$ cat config.mk
export PLATFORM = sky130hd
export DESIGN_NAME = alu_seq_flat
export DESIGN_NICKNAME = d
export VERILOG_FILES = /design/src/rtl/alu_seq_if.sv /design/src/rtl/alu_seq.sv /design/src/flat_wrapper.sv
export SDC_FILE = /design/constraint.sdc
export NUM_CORES = 1
export LEC_CHECK = 0
export BUFFER_PORTS_ARGS = -buffer_cell sky130_fd_sc_hd__buf_2
export CELL_PAD_IN_SITES_DETAIL_PLACEMENT = 0
export CELL_PAD_IN_SITES_GLOBAL_PLACEMENT = 2
export CORE_MARGIN = 1.5
export CORE_UTILIZATION = 33
export DETAILED_ROUTE_END_ITERATION = 10
export HOLD_SLACK_MARGIN = 0.05
export MAX_ROUTING_LAYER = met4
export PLACE_DENSITY = 0.87
export SLEW_MARGIN = 40
export SYNTH_ARGS = -nofsm -noshare
export SYNTH_HDL_FRONTEND = slang
export SYNTH_SLANG_ARGS = --single-unit
$ cat constraint.sdc
create_clock -name clk -period 8.95 [get_ports clk]
set_clock_uncertainty 0.15 [all_clocks]
set_input_delay 1.79 -clock clk [delete_from_list [all_inputs] [get_ports clk]]
set_output_delay 1.79 -clock clk [all_outputs]
set_load 0.01 [all_outputs]
$ cat src/rtl/alu_seq_if.sv
// Handshake and data bundle between the datapath control and the sequential ALU.
// Requester drives start/op/operands; the ALU drives status, result and HI/LO.
// Shared by the RTL and the bench so the port list stays in one place.
interface alu_seq_if #(
  parameter int WIDTH = 32
);
  logic             start;
  logic [3:0]       op;
  logic [WIDTH-1:0] a;
  logic [WIDTH-1:0] b;
  logic             busy;
  logic             done;
  logic [WIDTH-1:0] result;
  logic             zero;
  logic             overflow;
  logic [WIDTH-1:0] hi;
  logic [WIDTH-1:0] lo;

  modport master (
    output start, op, a, b,
    input  busy, done, result, zero, overflow, hi, lo
  );

  modport slave (
    input  start, op, a, b,
    output busy, done, result, zero, overflow, hi, lo
  );
endinterface

$ cat src/rtl/alu_seq.sv
// Sequential MIPS ALU: single-cycle logic/arith ops plus iterative MULT/DIV into HI/LO.
// Latency: 1 edge to done for single-cycle ops, WIDTH+2 edges for mul/div.
// Backpressure: busy high during CALC/FIX, start ignored then; DONE accepts a new start.
module alu_seq #(
  parameter int WIDTH = 32,
  parameter int CNT_W = 6
) (
  input logic      clk,
  input logic      reset,
  alu_seq_if.slave bus
);

  localparam logic [1:0] IDLE = 2'd0;
  localparam logic [1:0] CALC = 2'd1;
  localparam logic [1:0] FIX  = 2'd2;
  localparam logic [1:0] DONE = 2'd3;

  localparam logic [3:0] OP_ADDU  = 4'h0;
  localparam logic [3:0] OP_SUBU  = 4'h1;
  localparam logic [3:0] OP_OR    = 4'h2;
  localparam logic [3:0] OP_SLT   = 4'h3;
  localparam logic [3:0] OP_ADD   = 4'h4;
  localparam logic [3:0] OP_SUB   = 4'h5;
  localparam logic [3:0] OP_AND   = 4'h6;
  localparam logic [3:0] OP_XOR   = 4'h7;
  localparam logic [3:0] OP_NOR   = 4'h8;
  localparam logic [3:0] OP_SLTU  = 4'h9;
  localparam logic [3:0] OP_MULT  = 4'hA;
  localparam logic [3:0] OP_MULTU = 4'hB;
  localparam logic [3:0] OP_DIV   = 4'hC;
  localparam logic [3:0] OP_DIVU  = 4'hD;

  localparam logic [CNT_W-1:0] CNT_LAST = CNT_W'(WIDTH - 1);
  localparam logic [WIDTH-1:0] MIN_INT  = {1'b1, {(WIDTH-1){1'b0}}};

  logic [1:0]       state;
  logic [CNT_W-1:0] cnt;

  // Operation context captured when a mul/div is accepted
  logic             mul_q;     // 1 = multiply, 0 = divide
  logic             neg_res;   // product/quotient must be negated
  logic             neg_rem;   // remainder must be negated (dividend was negative)
  logic             dz_q;      // divide by zero
  logic             dovf_q;    // MIN_INT / -1
  logic [WIDTH-1:0] a_q;       // raw dividend, returned in HI on divide by zero
  logic [WIDTH-1:0] mag_b;     // |b| (or b for unsigned)
  logic [WIDTH-1:0] acc;       // product high half / partial remainder
  logic [WIDTH-1:0] mq;        // multiplier-product low half / dividend-quotient

  logic [WIDTH-1:0] result_q;
  logic             zero_q;
  logic             ovf_q;
  logic [WIDTH-1:0] hi_q;
  logic [WIDTH-1:0] lo_q;

  assign bus.busy     = (state == CALC) || (state == FIX);
  assign bus.done     = (state == DONE);
  assign bus.result   = result_q;
  assign bus.zero     = zero_q;
  assign bus.overflow = ovf_q;
  assign bus.hi       = hi_q;
  assign bus.lo       = lo_q;

  // Request decode
  logic             is_long;
  logic             is_signed;
  logic             a_neg;
  logic             b_neg;
  logic [WIDTH-1:0] mag_a_in;
  logic [WIDTH-1:0] mag_b_in;

  assign is_long   = (bus.op == OP_MULT) || (bus.op == OP_MULTU) ||
                     (bus.op == OP_DIV)  || (bus.op == OP_DIVU);
  assign is_signed = (bus.op == OP_MULT) || (bus.op == OP_DIV);
  assign a_neg     = is_signed & bus.a[WIDTH-1];
  assign b_neg     = is_signed & bus.b[WIDTH-1];
  assign mag_a_in  = a_neg ? -bus.a : bus.a;
  assign mag_b_in  = b_neg ? -bus.b : bus.b;

  // Sign-extended sum/difference so signed overflow is visible in the top two bits
  logic [WIDTH:0] sum_ext;
  logic [WIDTH:0] diff_ext;
  assign sum_ext  = {bus.a[WIDTH-1], bus.a} + {bus.b[WIDTH-1], bus.b};
  assign diff_ext = {bus.a[WIDTH-1], bus.a} - {bus.b[WIDTH-1], bus.b};

  logic [WIDTH-1:0] alu_res;
  logic             alu_ovf;

  // Single-cycle result; illegal and long opcodes fall through to zero
  always_comb begin
    alu_res = '0;
    alu_ovf = 1'b0;
    case (bus.op)
      OP_ADDU: alu_res = bus.a + bus.b;
      OP_SUBU: alu_res = bus.a - bus.b;
      OP_OR:   alu_res = bus.a | bus.b;
      OP_SLT:  alu_res = {{(WIDTH-1){1'b0}}, ($signed(bus.a) < $signed(bus.b))};
      OP_ADD: begin
        alu_res = sum_ext[WIDTH-1:0];
        alu_ovf = sum_ext[WIDTH] ^ sum_ext[WIDTH-1];
      end
      OP_SUB: begin
        alu_res = diff_ext[WIDTH-1:0];
        alu_ovf = diff_ext[WIDTH] ^ diff_ext[WIDTH-1];
      end
      OP_AND:  alu_res = bus.a & bus.b;
      OP_XOR:  alu_res = bus.a ^ bus.b;
      OP_NOR:  alu_res = ~(bus.a | bus.b);
      OP_SLTU: alu_res = {{(WIDTH-1){1'b0}}, (bus.a < bus.b)};
      default: alu_res = '0;
    endcase
  end

  logic [WIDTH:0]   madd;
  logic [WIDTH:0]   dshift;
  logic [WIDTH:0]   dsub;
  logic             dge;
  logic [WIDTH-1:0] acc_n;
  logic [WIDTH-1:0] mq_n;

  // One iteration: shift-add multiply, or restoring shift-subtract divide
  always_comb begin
    madd   = {1'b0, acc} + (mq[0] ? {1'b0, mag_b} : '0);
    dshift = {acc, mq[WIDTH-1]};
    dsub   = dshift - {1'b0, mag_b};
    dge    = ~dsub[WIDTH];
    if (mul_q) begin
      acc_n = madd[WIDTH:1];
      mq_n  = {madd[0], mq[WIDTH-1:1]};
    end else begin
      acc_n = dge ? dsub[WIDTH-1:0] : dshift[WIDTH-1:0];
      mq_n  = {mq[WIDTH-2:0], dge};
    end
  end

  logic [2*WIDTH-1:0] prod_fix;
  logic [WIDTH-1:0]   quo_fix;
  logic [WIDTH-1:0]   rem_fix;
  logic [WIDTH-1:0]   fix_hi;
  logic [WIDTH-1:0]   fix_lo;
  logic               fix_ovf;

  // Sign correction and divide exception handling for the final write
  always_comb begin
    prod_fix = neg_res ? -{acc, mq} : {acc, mq};
    quo_fix  = neg_res ? -mq : mq;
    rem_fix  = neg_rem ? -acc : acc;
    fix_ovf  = 1'b0;
    if (mul_q) begin
      fix_hi = prod_fix[2*WIDTH-1:WIDTH];
      fix_lo = prod_fix[WIDTH-1:0];
    end else if (dz_q) begin
      fix_hi  = a_q;
      fix_lo  = '1;
      fix_ovf = 1'b1;
    end else begin
      fix_hi  = rem_fix;
      fix_lo  = quo_fix;
      fix_ovf = dovf_q;
    end
  end

  // Control FSM and all registered state
  always_ff @(posedge clk or posedge reset) begin
    if (reset) begin
      state    <= IDLE;
      cnt      <= '0;
      mul_q    <= 1'b0;
      neg_res  <= 1'b0;
      neg_rem  <= 1'b0;
      dz_q     <= 1'b0;
      dovf_q   <= 1'b0;
      a_q      <= '0;
      mag_b    <= '0;
      acc      <= '0;
      mq       <= '0;
      result_q <= '0;
      zero_q   <= 1'b0;
      ovf_q    <= 1'b0;
      hi_q     <= '0;
      lo_q     <= '0;
    end else begin
      case (state)
        IDLE, DONE: begin
          state <= IDLE;
          if (bus.start) begin
            if (is_long) begin
              mul_q   <= (bus.op == OP_MULT) || (bus.op == OP_MULTU);
              neg_res <= a_neg ^ b_neg;
              neg_rem <= a_neg && (bus.op == OP_DIV);
              dz_q    <= (bus.b == '0);
              dovf_q  <= (bus.op == OP_DIV) && (bus.a == MIN_INT) && (bus.b == '1);
              a_q     <= bus.a;
              mag_b   <= mag_b_in;
              acc     <= '0;
              mq      <= mag_a_in;
              cnt     <= '0;
              state   <= CALC;
            end else begin
              result_q <= alu_res;
              zero_q   <= (alu_res == '0);
              ovf_q    <= alu_ovf;
              state    <= DONE;
            end
          end
        end
        CALC: begin
          acc <= acc_n;
          mq  <= mq_n;
          if (cnt == CNT_LAST) begin
            state <= FIX;
          end else begin
            cnt <= cnt + CNT_W'(1);
          end
        end
        FIX: begin
          hi_q     <= fix_hi;
          lo_q     <= fix_lo;
          result_q <= fix_lo;
          zero_q   <= (fix_lo == '0);
          ovf_q    <= fix_ovf;
          state    <= DONE;
        end
        default: state <= IDLE;
      endcase
    end
  end

endmodule

$ cat src/flat_wrapper.sv
// flat-port wrapper written by rule: the top's interface ports become plain ports
module alu_seq_flat 
#(
  parameter int WIDTH = 32,
  parameter int CNT_W = 6
)
  (clk, reset, bus_start, bus_op, bus_a, bus_b, bus_busy, bus_done, bus_result, bus_zero, bus_overflow, bus_hi, bus_lo);
  alu_seq_if #(.WIDTH(WIDTH)) bus_i ();
  input logic clk;
  input logic reset;
  input wire logic [$bits(bus_i.start)-1:0] bus_start;
  input wire logic [$bits(bus_i.op)-1:0] bus_op;
  input wire logic [$bits(bus_i.a)-1:0] bus_a;
  input wire logic [$bits(bus_i.b)-1:0] bus_b;
  output wire logic [$bits(bus_i.busy)-1:0] bus_busy;
  output wire logic [$bits(bus_i.done)-1:0] bus_done;
  output wire logic [$bits(bus_i.result)-1:0] bus_result;
  output wire logic [$bits(bus_i.zero)-1:0] bus_zero;
  output wire logic [$bits(bus_i.overflow)-1:0] bus_overflow;
  output wire logic [$bits(bus_i.hi)-1:0] bus_hi;
  output wire logic [$bits(bus_i.lo)-1:0] bus_lo;
  assign bus_i.start = bus_start;
  assign bus_i.op = bus_op;
  assign bus_i.a = bus_a;
  assign bus_i.b = bus_b;
  assign bus_busy = bus_i.busy;
  assign bus_done = bus_i.done;
  assign bus_result = bus_i.result;
  assign bus_zero = bus_i.zero;
  assign bus_overflow = bus_i.overflow;
  assign bus_hi = bus_i.hi;
  assign bus_lo = bus_i.lo;
  alu_seq #(.WIDTH(WIDTH), .CNT_W(CNT_W)) u_core (.clk(clk), .reset(reset), .bus(bus_i));
endmodule
==> results.md <==
* First-pass GRT wire length at 162 mm
* CP max stage cell: a211oi_2
* Clk slew on worst S/H paths at 0.07 ns
* RSZ-0062 raised after global routing: no
* CP cell instances: buf_2, buf_4, nand2b_1, nor3_2, buf_4, mux2i_1, fa_1, mux2i_1, a211oi_1, a211oi_2, o211ai_1, or4_1, nor4b_1, nor4b_1, nand4_1, nor3_1, nand4_1, o311ai_1
* Min Tclk post-route at 6.70 ns
* Final setup vio count at 0
* First-pass iteration count of the detailed router at 7
* Drt drc at 0
* Number of synthesized flops with an enable pin at 0
* TritonCTS buffer count at 28
* Share of cells above drive strength 1 at 9.62%
* Slew of the pin with the lowest slew margin at 0.921 ns
* Die ar. at 0.0785 mm2
* Post-CTS Setup Bufs at 0
* DR vias at 25800
* Iter 0 DRT Violations at 2713
* GRT overflow at 0
* PortBufs at 170
* CP max FO at 19
* Initial antenna violation count at 0
* Vias/cell at 5.80
* Fillcell total at 8106
* Total power draw at 8.21 mW
* Sequential area share after synthesis at 23.6%
* Hold bufs inserted after CTS at 0
* Final Cell Area at 0.0281 mm2
* Peak supply drop at 0.000132 V
* Drt total wl at 110 mm
* Worst Setup EP: u_core.bus.zero
* Top achievable clock speed at 149 MHz
* Largest net degree at the start of global routing at 104
* Reg2reg start: u_core.mq[0]
* Library cells used by synthesis at 84
* Clk sinks at 239
* Worst rel slew slack at 38.6%
* Cells resized by post-CTS repair at 0
* Worst reg2reg path endpoint: u_core.acc[31]
* # IOs at 171
* Fin crit share at 74.8%
* Outcome: complete, no violations
* Syn Inst Count at 3365
* Clock buffer depth at 3
* Setup crit end kind: flip-flop
* Kind of critical path: in -> reg
* Pleak at 12.5 nW
* Die W at 280 um
* Worst-Skew Late Latency at 0.57 ns
* Pwr dens at 293 mW/mm2
* Area growth, synth to finish at 10.7%
* H-tree Lvls at 1
* Syn Area/Cell at 7.53 um2
* Critical path's largest stage delay at 0.73 ns
* Vias in the first global route at 24300
* Critical path origin: bus_op[0]
* Post-Syn Area at 0.0254 mm2
* Core area at 0.0759 mm2
* #FFs+latches synth at 239
* R2r setup slk at 3.75 ns
* Final Hold Viols at 0
* FF-to-FF path depth at 16
* Crit path buf inv count at 3
* Most frequent cells in the layout: nand2_1 (381), o21ai_0 (313), nor2_1 (300)
* Critical Path AT at 7.02 ns
* Main synth FF type: dfrtp_1
* Async SR Flop Fraction at 100%
* Syn Nets at 3641
* Type of origin of the critical path: input pin
* Crit path max-delay family: simple AND/OR/NAND/NOR gates
* CTS tree: done
* Hold slack at 0.327 ns
* WHS Path Cells at 1
* Routed len/inst at 24.7 um
* Rows at 101
* Syn. warnings at 0
* Fin Setup TNS at 0 ns
* Post-layout nets at 3665
* Hpwl dp at 86.3 mm
* Total GRT Usage at 28.0%
* CTS Root Cell: clkbuf_16
* Placed cell areas at 0.0271 mm2
* Most common cell after layout, fill and taps aside: nand2_1
* Worst path required time at 9.27 ns
* RD Place Congestion at 1.01
* Post-route ant nets at 0
* Initial Util at 33.4%
* Chip Height at 280 um
* Critical path depth at 18
* Worst hold path type: reg -> reg
* Final core utilization at 37.0%
* # diodes at 0
* Final max-slew violation count at 0
* Max cap viols at 0
[final cells by class]
type,instances,area (um2),area share (%)
clock inverter,12,159,0.566
sequential,239,5990,21.3
tap,1030,1290,4.59
timing repair buffer,207,1140,4.07
clock buffer,38,790,2.81
inverter,174,661,2.35
multi-input combinational,2739,18000,64.3
[logic make-up after synthesis]
| logic type | synth area share, % |
|---|---|
| buffers and inverters | 5.77 |
| adders and majority gates | 10.3 |
| xor gates and xnor gates | 9.85 |
| muxes | 3.84 |
| and+or+nand+nor | 19.9 |
| AOI/OAI and AO/OA | 26.8 |
| DFF | 23.6 |
[worst min path at each step]
stage | startpoint | endpoint
floorplan | u_core.mag_b[31] | u_core.mag_b[31]
global placement | u_core.bus.lo[14] | u_core.bus.lo[14]
detailed placement | u_core.bus.lo[14] | u_core.bus.lo[14]
CTS | u_core.bus.lo[14] | u_core.bus.lo[14]
global route | u_core.bus.lo[3] | u_core.bus.lo[3]
finish | u_core.bus.hi[6] | u_core.bus.hi[6]
[where the power goes]
group / total, mW / switching, mW / leakage (nW) / internal, mW
registers: 2.05 / 0.497 / 2.98 / 1.55
clock network: 1.21 / 0.501 / 0.463 / 0.706
logic: 4.96 / 3.19 / 9.02 / 1.76
[cells in the mapped netlist (28+ instances only)]
cell        n  area, um2
a211oi_1   60        450
a21o_1     55        413
a21oi_1   241       1210
a22oi_1    37        278
clkbuf_1  189        709
dfrtp_1   239       5980
ha_1      200       2500
inv_1     172        646
mux2i_1    67        671
nand2_1   383       1440
nand2b_1   40        250
nand3_1    60        300
nand4_1    45        282
nor2_1    300       1130
nor3_1     66        330
nor4_1     28        175
o211ai_1   36        270
o21a_1     37        278
o21ai_0   314       1570
o21bai_1   29        218
o31ai_1    44        330
or3_1      36        225
xnor2_1   189       1660
xor2_1     96        841
[registers in the layout, indices dropped and copies added (netlist names), 2 cells and up]
signal,count
u_core.a_q,32
u_core.bus.lo,32
u_core.mag_b,32
u_core.mq,32
u_core.acc,32
u_core.state,2
u_core.bus.result,32
u_core.bus.hi,32
u_core.cnt,6
[stage by stage]
step                instances  setup slack (ns)
floorplan                3365             0.450
global placement         4389              1.52
detailed placement       4389              1.77
CTS                      4439              2.33
global route             4439              1.97
finish                   4439              2.25
[per-layer routing]
layer	GRT usage [%]	wire (um)	up-vias
li1	-	-	12100
met1	37.3	48800	12500
met2	43.2	48900	1021
met3	2.35	6230	194
met4	12.7	5630	0
met5	-	0	-
No activity file was read; power rests on OpenSTA's default activity.
